===== src/rtl/uart_rx_fifo.sv =====
// uart_rx_fifo -- UART receiver with 16x oversampling and a character FIFO.
//
// Receives asynchronous serial frames on rx. The frame format is set at runtime:
// 5-8 data bits, none/even/odd parity, and 1 or 2 stop bits. The baud divisor is
// also runtime-programmable. Each character is stored in a DEPTH-entry
// first-word-fall-through FIFO together with its frame and parity error flags.
//
// Optional feature: define UART_RX_BREAK_DET_EN to build the line-break detector.
// Without it, break_det is tied to 0.
//
// Ports
//   clk            system clock
//   rst            synchronous, active-high reset
//   rx             serial input (asynchronous, idle high)
//   cfg_baud_div   one oversample tick every cfg_baud_div+1 clocks
//   cfg_data_bits  00=5 01=6 10=7 11=8 data bits
//   cfg_parity     00/11=none 01=even 10=odd
//   cfg_stop2      0=1 stop bit, 1=2 stop bits
//   rd_en          pop the head entry
//   clear_err      clear overrun_err
//   rd_data        head data, LSB-aligned, unused MSBs zero (0 while empty)
//   rd_frame_err   head entry had a stop bit sampled low
//   rd_parity_err  head entry had a parity mismatch
//   empty, full    FIFO status
//   count          number of entries held
//   overrun_err    sticky: a character was dropped because the FIFO was full
//   break_det      break seen; held until rx returns high
module uart_rx_fifo #(
  parameter int DEPTH = 16,
  parameter int DIV_W = 16
) (
  input  logic                   clk,
  input  logic                   rst,
  input  logic                   rx,
  input  logic [DIV_W-1:0]       cfg_baud_div,
  input  logic [1:0]             cfg_data_bits,
  input  logic [1:0]             cfg_parity,
  input  logic                   cfg_stop2,
  input  logic                   rd_en,
  input  logic                   clear_err,
  output logic [7:0]             rd_data,
  output logic                   rd_frame_err,
  output logic                   rd_parity_err,
  output logic                   empty,
  output logic                   full,
  output logic [$clog2(DEPTH):0] count,
  output logic                   overrun_err,
  output logic                   break_det
);
  localparam int AW = $clog2(DEPTH);
  localparam logic [AW:0] FULL_CNT = (AW+1)'(DEPTH);

  typedef enum logic [2:0] {IDLE, START, DATA, PARITY, STOP1, STOP2, PUSH} state_t;
  state_t state_reg, state_next;

  // Two-stage synchroniser. rx_prev_reg is used to detect the falling edge of a start bit.
  logic [1:0] sync_reg;
  logic       rx_prev_reg;
  logic       rx_s, fall;
  assign rx_s = sync_reg[1];
  assign fall = rx_prev_reg & ~rx_s;

  always_ff @(posedge clk) begin
    if (rst) begin
      sync_reg    <= 2'b11;
      rx_prev_reg <= 1'b1;
    end else begin
      sync_reg    <= {sync_reg[0], rx};
      rx_prev_reg <= rx_s;
    end
  end

  // Frame-latched configuration and receive datapath
  logic [DIV_W-1:0] div_reg, div_cnt_reg;
  logic [3:0]       os_cnt_reg;
  logic [2:0]       bit_cnt_reg, last_bit_reg;
  logic [1:0]       par_mode_reg;
  logic             stop2_reg;
  logic [7:0]       shift_reg;
  logic             par_acc_reg, perr_reg, ferr_reg;
  logic             tick, mid, par_en, push;
  logic [7:0]       data_aligned;

  assign tick   = (div_cnt_reg == div_reg);
  assign mid    = tick && (os_cnt_reg == 4'd7);
  assign par_en = (par_mode_reg == 2'b01) || (par_mode_reg == 2'b10);
  // Bits enter at the MSB, so a short character ends up left-justified.
  // Shift it down to the LSB.
  assign data_aligned = shift_reg >> (3'd7 - last_bit_reg);

  always_comb begin
    state_next = state_reg;
    push       = 1'b0;
    case (state_reg)
      IDLE:    if (fall) state_next = START;
      START:   if (mid) state_next = rx_s ? IDLE : DATA;
      DATA:    if (mid && bit_cnt_reg == last_bit_reg) state_next = par_en ? PARITY : STOP1;
      PARITY:  if (mid) state_next = STOP1;
      STOP1:   if (mid) state_next = stop2_reg ? STOP2 : PUSH;
      STOP2:   if (mid) state_next = PUSH;
      PUSH: begin
        push       = 1'b1;
        state_next = IDLE;
      end
      default: state_next = IDLE;
    endcase
  end

  always_ff @(posedge clk) begin
    if (rst) state_reg <= IDLE;
    else     state_reg <= state_next;
  end

  always_ff @(posedge clk) begin
    if (rst) begin
      div_reg      <= '0;
      div_cnt_reg  <= '0;
      os_cnt_reg   <= '0;
      bit_cnt_reg  <= '0;
      last_bit_reg <= 3'd7;
      par_mode_reg <= '0;
      stop2_reg    <= 1'b0;
      shift_reg    <= '0;
      par_acc_reg  <= 1'b0;
      perr_reg     <= 1'b0;
      ferr_reg     <= 1'b0;
    end else begin
      // The oversample counters run only inside a frame.
      // They sit at zero so a new start edge always begins a fresh bit.
      if (state_reg == IDLE || state_reg == PUSH) begin
        div_cnt_reg <= '0;
        os_cnt_reg  <= '0;
      end else if (tick) begin
        div_cnt_reg <= '0;
        os_cnt_reg  <= os_cnt_reg + 4'd1;
      end else begin
        div_cnt_reg <= div_cnt_reg + DIV_W'(1);
      end

      case (state_reg)
        IDLE: if (fall) begin
          div_reg      <= cfg_baud_div;
          last_bit_reg <= {1'b1, cfg_data_bits};
          par_mode_reg <= cfg_parity;
          stop2_reg    <= cfg_stop2;
          bit_cnt_reg  <= '0;
          shift_reg    <= '0;
          par_acc_reg  <= 1'b0;
          perr_reg     <= 1'b0;
          ferr_reg     <= 1'b0;
        end
        DATA: if (mid) begin
          shift_reg   <= {rx_s, shift_reg[7:1]};
          par_acc_reg <= par_acc_reg ^ rx_s;
          bit_cnt_reg <= bit_cnt_reg + 3'd1;
        end
        PARITY: if (mid) perr_reg <= ((par_acc_reg ^ rx_s) != (par_mode_reg == 2'b10));
        STOP1, STOP2: if (mid && !rx_s) ferr_reg <= 1'b1;
        default: ;
      endcase
    end
  end

  // FWFT FIFO. The read is asynchronous so the head entry is visible without a pop.
  logic [9:0]  mem [DEPTH];
  logic [9:0]  head;
  logic [AW:0] wr_cnt_reg, rd_cnt_reg;
  logic        do_push, do_pop, overrun_reg;

  assign count   = wr_cnt_reg - rd_cnt_reg;
  assign empty   = (count == '0);
  assign full    = (count == FULL_CNT);
  assign do_pop  = rd_en && !empty;
  // When the FIFO is full, a push is accepted only if a pop frees a slot in the same cycle.
  assign do_push = push && (!full || rd_en);
  assign head    = mem[rd_cnt_reg[AW-1:0]];

  assign rd_data       = empty ? 8'h00 : head[7:0];
  assign rd_parity_err = empty ? 1'b0  : head[8];
  assign rd_frame_err  = empty ? 1'b0  : head[9];
  assign overrun_err   = overrun_reg;

  always_ff @(posedge clk) begin
    if (do_push) mem[wr_cnt_reg[AW-1:0]] <= {ferr_reg, perr_reg, data_aligned};
  end

  always_ff @(posedge clk) begin
    if (rst) begin
      wr_cnt_reg  <= '0;
      rd_cnt_reg  <= '0;
      overrun_reg <= 1'b0;
    end else begin
      if (do_push) wr_cnt_reg <= wr_cnt_reg + (AW+1)'(1);
      if (do_pop)  rd_cnt_reg <= rd_cnt_reg + (AW+1)'(1);
      if (push && full && !rd_en) overrun_reg <= 1'b1;
      else if (clear_err)         overrun_reg <= 1'b0;
    end
  end

`ifdef UART_RX_BREAK_DET_EN
  // A break frame is a start bit, then all-zero data and parity, then a low first stop bit.
  logic ones_reg, brk_reg, break_reg;
  always_ff @(posedge clk) begin
    if (rst) begin
      ones_reg  <= 1'b0;
      brk_reg   <= 1'b0;
      break_reg <= 1'b0;
    end else begin
      if (state_reg == IDLE && fall) begin
        ones_reg <= 1'b0;
        brk_reg  <= 1'b0;
      end else if ((state_reg == DATA || state_reg == PARITY) && mid && rx_s) begin
        ones_reg <= 1'b1;
      end else if (state_reg == STOP1 && mid) begin
        brk_reg <= !ones_reg && !rx_s;
      end
      if (push && brk_reg) break_reg <= 1'b1;
      else if (rx_s)       break_reg <= 1'b0;
    end
  end
  assign break_det = break_reg;
`else
  assign break_det = 1'b0;
`endif

endmodule


===== config.mk =====
export PLATFORM = sky130hd
export DESIGN_NAME = uart_rx_fifo
export DESIGN_NICKNAME = d
export VERILOG_FILES = /design/src/rtl/uart_rx_fifo.sv
export SDC_FILE = /design/constraint.sdc
export NUM_CORES = 1
export LEC_CHECK = 0
export CAP_MARGIN = 20
export CORE_UTILIZATION = 35
export CTS_CLUSTER_SIZE = 24
export DETAILED_ROUTE_END_ITERATION = 12
export GPL_TIMING_DRIVEN = 0
export PLACE_DENSITY_LB_ADDON = 0.15
export RECOVER_POWER = 50
export SYNTH_ARGS = -nofsm -noshare
export SYNTH_HDL_FRONTEND = slang
export SYNTH_SLANG_ARGS = --single-unit

===== constraint.sdc =====
create_clock -name clk -period 4.7 [get_ports clk]
set_input_delay 0.47 -clock clk [delete_from_list [all_inputs] [get_ports clk]]
set_output_delay 0.47 -clock clk [all_outputs]
set_load 0.005 [all_outputs]

# Word level (Yosys, flattened, before mapping)
# Memories as Yosys holds them, arrays and structs flattened. A register that Yosys moved wholly into a read port is not among the register bits.
# Cells that the tools add are included.
# Widths: inputs -> output; s select.
# totals
register_bits	72
ramBits	160
in_bits	26
output_inout_bits	19
elab_cells	111
n_memories	1
# classes
n_addsub	7
eq_ne	21
shift	1
n_mux	33
bitwise	3
reduce_logical	28
# memory_table
memory	depth	word_bits	read_ports	rd_clocked_by_memory_dff	write_ports	line	source
mem	16	10	1	1	1	165	logic [9:0] mem [DEPTH];
# op_table
operator	count
$mux 3	9
$mux 8	3
$pmux 3 s6	1
$add 16x1->16 const B	1
$eq 16x16->1	1
$ne 2x2->1 const B	8
$pmux 8 s2	1
$mux 1	11
$add 5x1->5 const B	2
$eq 3x3->1 const B	3
$reduce_and 3->1	3
$mux 4	2
$reduce_bool 2->1	4
$shr 8x3->8	1
$logic_and 1x1->1	7
$eq 3x2->1 const B	2
$pmux 1 s2	3
$pmux 3 s2	1
$reduce_and 6->1	1
$eq 5x5->1 const B	1
$logic_not 5->1	1
$sub 5x5->5	1
$add 4x1->4 const B	1
$eq 4x3->1 const B	1
17 further kinds	24

# Longest topological paths before layout
# Gate-level depths: netlist (run 1).
# logic_depth
depth_word	7
ltp_mapped	10
ltp_nobuf	10

# Least setup slack after synthesis (run 1)
# OpenSTA, ideal clock, no wires.
# synth_path
path_type	register -> register
from	register wr_cnt_reg[0]
to	memory mem[3][0], enable pin
setup_time_ps	390
arrival_time_ps	2773
required_ps	4310
slack_ps	1538
path_stages_with_launch	9
n_path_buf	0
synth_period_minus_slack_ps	3162
cell_sequence	dfxtp_1 > inv_1 > ha_1 > fa_1 > xnor2_1 > nor2_1 > mux2i_4 > o311ai_2 > nor3_1
# synth_via
elab_chain_cells	7
# synth_lines
element	line	source
start: declaration	167	logic [AW:0] wr_cnt_reg, rd_cnt_reg;
start signal: assignment	193	if (do_push) wr_cnt_reg <= wr_cnt_reg + (AW+1)'(1);
$sub 5x5->5	170	assign count = wr_cnt_reg - rd_cnt_reg;
net count[2]	46	output logic [$clog2(DEPTH):0] count,
$eq 5x5->1	172	assign full = (count == FULL_CNT);
$logic_not 1->1	175	assign do_push = push && (!full || rd_en);
$logic_or 1x1->1	175	
$logic_and 1x1->1	175	
$mux 1	184	if (do_push) mem[wr_cnt_reg[AW-1:0]] <= {ferr_reg, perr_reg, data_aligned};
$mux 1 (not written as such)	184	
end: declaration	165	
# The timed path passes the listed nets, and every way through them passes these cells.

# Final worst setup path (run 1)
# layout_path
from	register wr_cnt_reg[0]
to	output port empty
# layout_via
elab_chain_cells	2
# layout_lines
element	line	source
$sub 5x5->5	170	
$logic_not 5->1	171	assign empty = (count == '0);
end: declaration	44	output logic empty,
# Every way passes these cells.

==> results by group, run 1 <==
Placed design
  – I/O Buffers: 43
  – Placer congestion estimate: 0.842
  – Post-DP HPWL: 15,100 um

Global routing
  – Vias in the first global route: 5,882
  – GRT Util Overall: 0.155
  – Largest net degree at the start of global routing: 18
  – Initial antenna violation count: 0
  – First-pass GRT wire length: 33,600 um
  – GR Overflow Total: 0

Finish
  – Fin nets: 800
  – Share of post-route cells with drive strength above 1: 0.143
  – Layout overhead on the synthesized area: 17.6%
  – Fill cell count: 2,528
  – ANT cells: 0
  – Max FFs per register: 160
  – Register area: 6330 um2
  – Multi-input gate area: 3310 um2

Worst setup path
  – Worst stage delay on the critical path: 0.53 ns
  – Buf/Inv on CP: 4
  – Worst Path Class, Setup: reg2out
  – Startpoint types: flip-flop
  – CP delay by family, top: buffers and inverters
  – Critical path startpoint: wr_cnt_reg[0]$_SDFFE_PP0P_
  – Worst R2R Start: wr_cnt_reg[0]$_SDFFE_PP0P_
  – Slowest cell on crit path: clkdlybuf4s50_1
  – Crit-path max FO: 10
  – Crit path cell chain: inv_1, ha_1, fa_1, nand2b_1, a21oi_1, xor2_2, inv_2, nor2_1, buf_2, clkdlybuf4s50_1
  – Worst Path Arrival: 3.76 ns
  – Required time of the worst setup path: 4.23 ns
  – Critical Path Sink Type: primary output

Routing
  – DRT Wirelength: 21,600 um
  – Wire per inst: 18.7 um
  – DRC errors left: 0
  – Post-route ant nets: 0
  – DR pass1 iterations: 5
  – Via density per instance: 4.92
  – Vias: 5,684
  – Drt initial violations: 332

Yosys
  – Mapped cell area: 9840 um2
  – Ys Warns: 0
  – Yosys reg bits: 236
  – Register area share after synthesis: 0.643
  – Netlist cell types: 52
  – Synth area leaders: edfxtp_1 (49%), dfxtp_1 (15%), mux4_2 (11%)
  – Mapped Cells: 681
  – Cell taking the most area after synthesis: edfxtp_1
  – Mean Syn Cell Area: 14.5 um2
  – Predominant post-synthesis flop cell: edfxtp_1
  – Post-synth EDFFs: 160
  – Ys async rst share: 0
  – Share of the synthesized area in the top cell type: 0.488
  – Syn Nets: 721

Floorplan
  – Die W: 170 um
  – Initial Util: 0.355
  – Die Ht: 170 um
  – Total core area: 27,700 um2
  – IO Pins: 45
  – Die area: 28,800 um2
  – Core Rows: 61

STA
  – Hold Vio Cnt, Final: 0
  – Period Utilization, post-route: 0.900
  – Minimum clock period: 4.23 ns
  – Max-slew violations: 34
  – F_max: 236 MHz
  – Slew headroom: -0.114
  – Hold Slack: 0.409 ns
  – Slew @ Worst Pin: 1.67 ns
  – RSZ-0062 raised after global routing: no
  – Fin Setup TNS: 0 ns
  – # setup viols final: 0
  – Clk_skew: 0.0113 ns

Pwr
  – Pwr Density: 437 nW/um2
  – LEAKAGE: 3.89 nW
  – Peak supply drop: 0.000245 V

CTS
  – # H-tree levels: 1
  – Clock sinks: 236
  – Max Buffers Root-to-Sink: 3
  – Root buf cell: clkbuf_16
  – CTS tree: yes
  – CTS Buf Count: 27
  – Setup bufs post-CTS: 0
  – Clock Latency Late Sink: 0.52 ns
  – Worst-path clk slew: 0.06 ns

Worst hold path
  – Worst Min Path Start: sync_reg[0]$_SDFF_PP1_
  – Hold Path Class: reg2reg

Status
  – Outcome: complete, but fails checks
  – Failing checks: capacitance limit, slew limit

Run
  – Max-Cap Viols: 2
worst reg2reg max path: cells and delay by family (launching register included):
| family | cells | cell delay (ns) |
|---|---|---|
| and+or+nand+nor | 2 | 0.76 |
| adders and majority gates | 2 | 0.66 |
| buffers and inverters | 2 | 0.45 |
| DFF | 1 | 0.42 |
| xor gates and xnor gates | 1 | 0.41 |
| muxes | 1 | 0.31 |
| AOI/OAI and AO/OA | 1 | 0.23 |
layout by cell type, fill, tap and decap left out, types with 2 or more instances in the layout:
master             n
xor2_1            19
buf_4              2
nand4_1            8
clkinvlp_4         2
mux4_2            50
edfxtp_1         160
clkbuf_1          36
ha_1              13
clkbuf_16         27
o21ai_2            2
and3_1            19
clkdlybuf4s50_1   41
nor2_1            48
nand3b_1          10
a21oi_1           42
xnor2_1           28
buf_2              6
mux2i_1           16
nand2_1           62
nand3_1           11
or2_2              4
nor3_1             9
clkinv_1           9
nor2b_1           18
inv_1             14
or3_1              3
dfxtp_1           76
dlygate4sd3_1      2
clkinv_2           4
a31oi_1            2
o21ai_0            3
synth_stat cells, types with 2 or more instances:
cell type,number
a21oi_1,42
a31oi_1,2
and3_1,19
buf_1,2
buf_2,10
buf_4,2
clkbuf_1,22
dfxtp_1,76
edfxtp_1,160
ha_1,13
inv_1,14
mux2i_1,16
mux4_2,50
nand2_1,62
nand3_1,11
nand3b_1,10
nand4_1,8
nor2_1,48
nor2b_1,18
nor3_1,10
o21ai_0,2
o21ai_1,2
o21ai_2,2
or2_2,4
or3_1,3
xnor2_1,28
xor2_1,20
where the power goes:
| part | internal [W] | switching [W] | total, W |
|---|---|---|---|
| registers | 0.00222 | 0.0000218 | 0.00224 |
| logic | 0.000488 | 0.000445 | 0.000933 |
| clock network | 0.00109 | 0.000787 | 0.00188 |
| total | 0.00380 | 0.00125 | 0.00505 |
layer usage:
layer	global-route usage	share of wire
met5	0	0
met4	0.0388	0.022
met3	0.0224	0.033
met2	0.262	0.48
met1	0.209	0.46
worst paths after layout:
check                                end  cells after the start  slack, ns
hold / removal    sync_reg[1]$_SDFF_PP1_                      1       0.41
hold reg to reg   sync_reg[1]$_SDFF_PP1_                      1       0.41
setup / recovery                   empty                     10       0.47
setup reg to reg     mem[2][0]$_DFFE_PP_                      9       1.08
final cells by class:
type | instances | area share
sequential | 236 | 0.547
multi-input combinational | 393 | 0.286
clock buffer | 30 | 0.0594
tap | 378 | 0.0409
timing repair buffer | 50 | 0.0404
buffer | 36 | 0.0127
clock inverter | 16 | 0.00898
inverter | 16 | 0.00519
through the flow:
step / std cells / power (W) / cell area [um2] / setup slack [ns] / utilization
2_1_floorplan: 681 / 0.00285 / 9840 / 1.54 / -
3_3_place_gp: 1102 / 0.00322 / 10700 / 0.652 / 0.388
3_5_place_dp: 1107 / 0.00323 / 10800 / 0.886 / 0.390
4_1_cts: 1153 / 0.00513 / 11600 / 0.318 / 0.419
5_1_grt: 1155 / 0.00527 / 11600 / 0.140 / 0.418
6_report: 1155 / 0.00505 / 11600 / 0.468 / 0.418
cell families (layout without fill, tap and decap cells):
logic type               count (synthesis)  count (layout)  synth area share
adder cells (fa/ha/maj)                 14              14            0.0186
XOR/XNOR                                48              48            0.0427
AO/OA/AOI/OAI                           61              61            0.0373
flip-flops                             236             236             0.643
buffers and inverters                   52             148            0.0219
other                                    1               1          0.000381
AND/OR/NAND/NOR                        200             200             0.101
multiplexers                            69              69             0.136
what timing repair did:
action | CTS | global route
endpoints found under the hold margin | 0 | 0
hold buffers | 0 | 0
endpoints found under the setup margin | 0 | 4
gates resized for setup | 0 | 1
(Power assumes the default switching activity.)
==> inputs of run 2 (changes only) <==
Settings changed: SLEW_MARGIN set to 20.
==> run 2 against run 1 <==
- the flow still finishes with violations (capacitance limit, slew limit)
- non-clock buffer count is 3 lower
- global-route usage grew 0.30 points
- design area is 0.35% higher
- critical path type unchanged
==> results by group, run 2 (synthesis gave the netlist of run 1 again) <==
STA
  – RSZ-0062 raised after global routing: no
  – Fin Setup TNS: 0 ns
  – Max-slew violations: 17
  – Setup slack after layout: 0.493 ns
  – Hold Vio Cnt, Final: 0
  – # setup viols final: 0
  – Clk_skew: 0.0114 ns
  – F_max: 238 MHz
  – Slew @ Worst Pin: 1.55 ns
  – Slew headroom: -0.0598
  – Period Utilization, post-route: 0.895
  – Minimum clock period: 4.21 ns

Routing
  – Post-route ant nets: 0
  – DR pass1 iterations: 5
  – Wire per inst: 18.9 um
  – DRC errors left: 0
  – DRT Wirelength: 21,800 um
  – Wl on met1: 9760 um
  – Vias: 5,693
  – Drt initial violations: 417
  – Wire length on met2: 10,600 um
  – Met3 WL: 958 um
  – DR top layer: met4
  – Via density per instance: 4.93

Floorplan
  – Core Rows: 61
  – Die area: 28,800 um2
  – IO Pins: 45
  – Initial Util: 0.355
  – Total core area: 27,700 um2
  – Die Ht: 170 um
  – Die W: 170 um

Global routing
  – First-pass GRT wire length: 34,300 um
  – GR Overflow Total: 0
  – Largest net degree at the start of global routing: 18
  – Vias in the first global route: 5,881
  – Initial antenna violation count: 0
  – GRT Util Overall: 0.158

Status
  – Outcome: complete, but fails checks
  – Failing checks: capacitance limit, slew limit

Pwr
  – LEAKAGE: 3.91 nW
  – Peak supply drop: 0.000292 V
  – Pwr Density: 445 nW/um2

Finish
  – Share of post-route cells with drive strength above 1: 0.143
  – ANT cells: 0
  – Commonest non-fill, non-tap cell in the layout: edfxtp_1
  – Fin nets: 796
  – Max FFs per register: 160
  – Layout overhead on the synthesized area: 18.0%
  – Most frequent cells in the layout: edfxtp_1 (160), dfxtp_1 (76), nand2_1 (62)

CTS
  – Root buf cell: clkbuf_16
  – # H-tree levels: 1
  – Worst-path clk slew: 0.06 ns
  – Cts hold-fix bufs: 0
  – CTS tree: yes
  – Setup bufs post-CTS: 0
  – Clock sinks: 236
  – CTS Buf Count: 26
  – Max Buffers Root-to-Sink: 3
  – Clock Latency Late Sink: 0.52 ns

Worst setup path
  – Crit-path max FO: 10
  – Worst R2R Start: wr_cnt_reg[0]$_SDFFE_PP0P_
  – Critical Path Sink Type: primary output
  – Critical path startpoint: wr_cnt_reg[0]$_SDFFE_PP0P_
  – Buf/Inv on CP: 4
  – Worst Path Arrival: 3.74 ns
  – R2r setup slk: 1.12 ns
  – CP endpoint: empty
  – R2R depth: 9
  – Slowest cell on crit path: clkdlybuf4s50_1
  – Worst stage delay on the critical path: 0.53 ns
  – Startpoint types: flip-flop
  – Required time of the worst setup path: 4.23 ns
  – RR Endpoint: mem[2][0]$_DFFE_PP_
  – Number of stages on the worst setup path: 10
  – Worst Path Class, Setup: reg2out
  – Crit path cell chain: inv_1, ha_1, fa_1, nand2b_1, a21oi_1, xor2_2, inv_2, nor2_1, buf_2, clkdlybuf4s50_1
  – CP delay by family, top: buffers and inverters

Placed design
  – Post-DP HPWL: 15,200 um
  – Pre-CTS setup slack: 0.920 ns
  – Placer congestion estimate: 0.842
  – I/O Buffers: 43

Run
  – Max-Cap Viols: 1

Worst hold path
  – Hold Path Class: reg2reg
  – Hold depth: 1
run 2: worst min path at each step:
stage,startpoint,end
finish,sync_reg[0]$_SDFF_PP1_,sync_reg[1]$_SDFF_PP1_
global route,sync_reg[0]$_SDFF_PP1_,sync_reg[1]$_SDFF_PP1_
CTS,sync_reg[0]$_SDFF_PP1_,sync_reg[1]$_SDFF_PP1_
detailed placement,sync_reg[0]$_SDFF_PP1_,sync_reg[1]$_SDFF_PP1_
global placement,sync_reg[0]$_SDFF_PP1_,sync_reg[1]$_SDFF_PP1_
floorplan,sync_reg[0]$_SDFF_PP1_,sync_reg[1]$_SDFF_PP1_
run 2: area by class of cell:
| cell class | instances | area, um2 |
|---|---|---|
| multi-input combinational | 393 | 3310 |
| clock inverter | 16 | 149 |
| buffer | 36 | 146 |
| fill | 2512 | 16100 |
| timing repair buffer | 47 | 453 |
| clock buffer | 32 | 694 |
| sequential | 236 | 6330 |
| tap | 378 | 473 |
| inverter | 16 | 60.1 |
run 2: power by group:
| part | switching (W) | total (W) | internal, W |
|---|---|---|---|
| logic | 0.000448 | 0.000936 | 0.000488 |
| registers | 0.0000232 | 0.00224 | 0.00222 |
| clock network | 0.000789 | 0.00200 | 0.00121 |
| total | 0.00126 | 0.00517 | 0.00391 |
run 2: stage by stage:
stage	util	instance area (um2)	std cells	total power [W]	hold slack (ns)
global route	0.419	11600	1154	0.00539	0.427
detailed placement	0.390	10800	1105	0.00324	0.401
finish	0.419	11600	1154	0.00517	0.416
CTS	0.420	11600	1153	0.00524	0.417
global placement	0.388	10700	1102	0.00322	0.399
floorplan	-	9840	681	0.00285	0.389
run 2: worst register-to-register path, delay by kind of cell, from the launching register on:
kind | cells | cell delay (ns)
adders and majority gates | 2 | 0.65
buffers and inverters | 2 | 0.44
DFF | 1 | 0.42
xor gates and xnor gates | 1 | 0.39
and+or+nand+nor | 2 | 0.76
muxes | 1 | 0.31
AOI/OAI and AO/OA | 1 | 0.23
run 2: routing by layer:
metal	GRT usage	vias to the layer above
li1	-	2672
met1	0.211	2852
met2	0.267	131
met3	0.0243	38
met4	0.0411	0
met5	0	-
run 2: repair_timing:
| item | in CTS | in global routing |
|---|---|---|
| endpoints found under the hold margin | 0 | 0 |
| setup endpoints to repair | 0 | 6 |
| gates resized for setup | 0 | 1 |
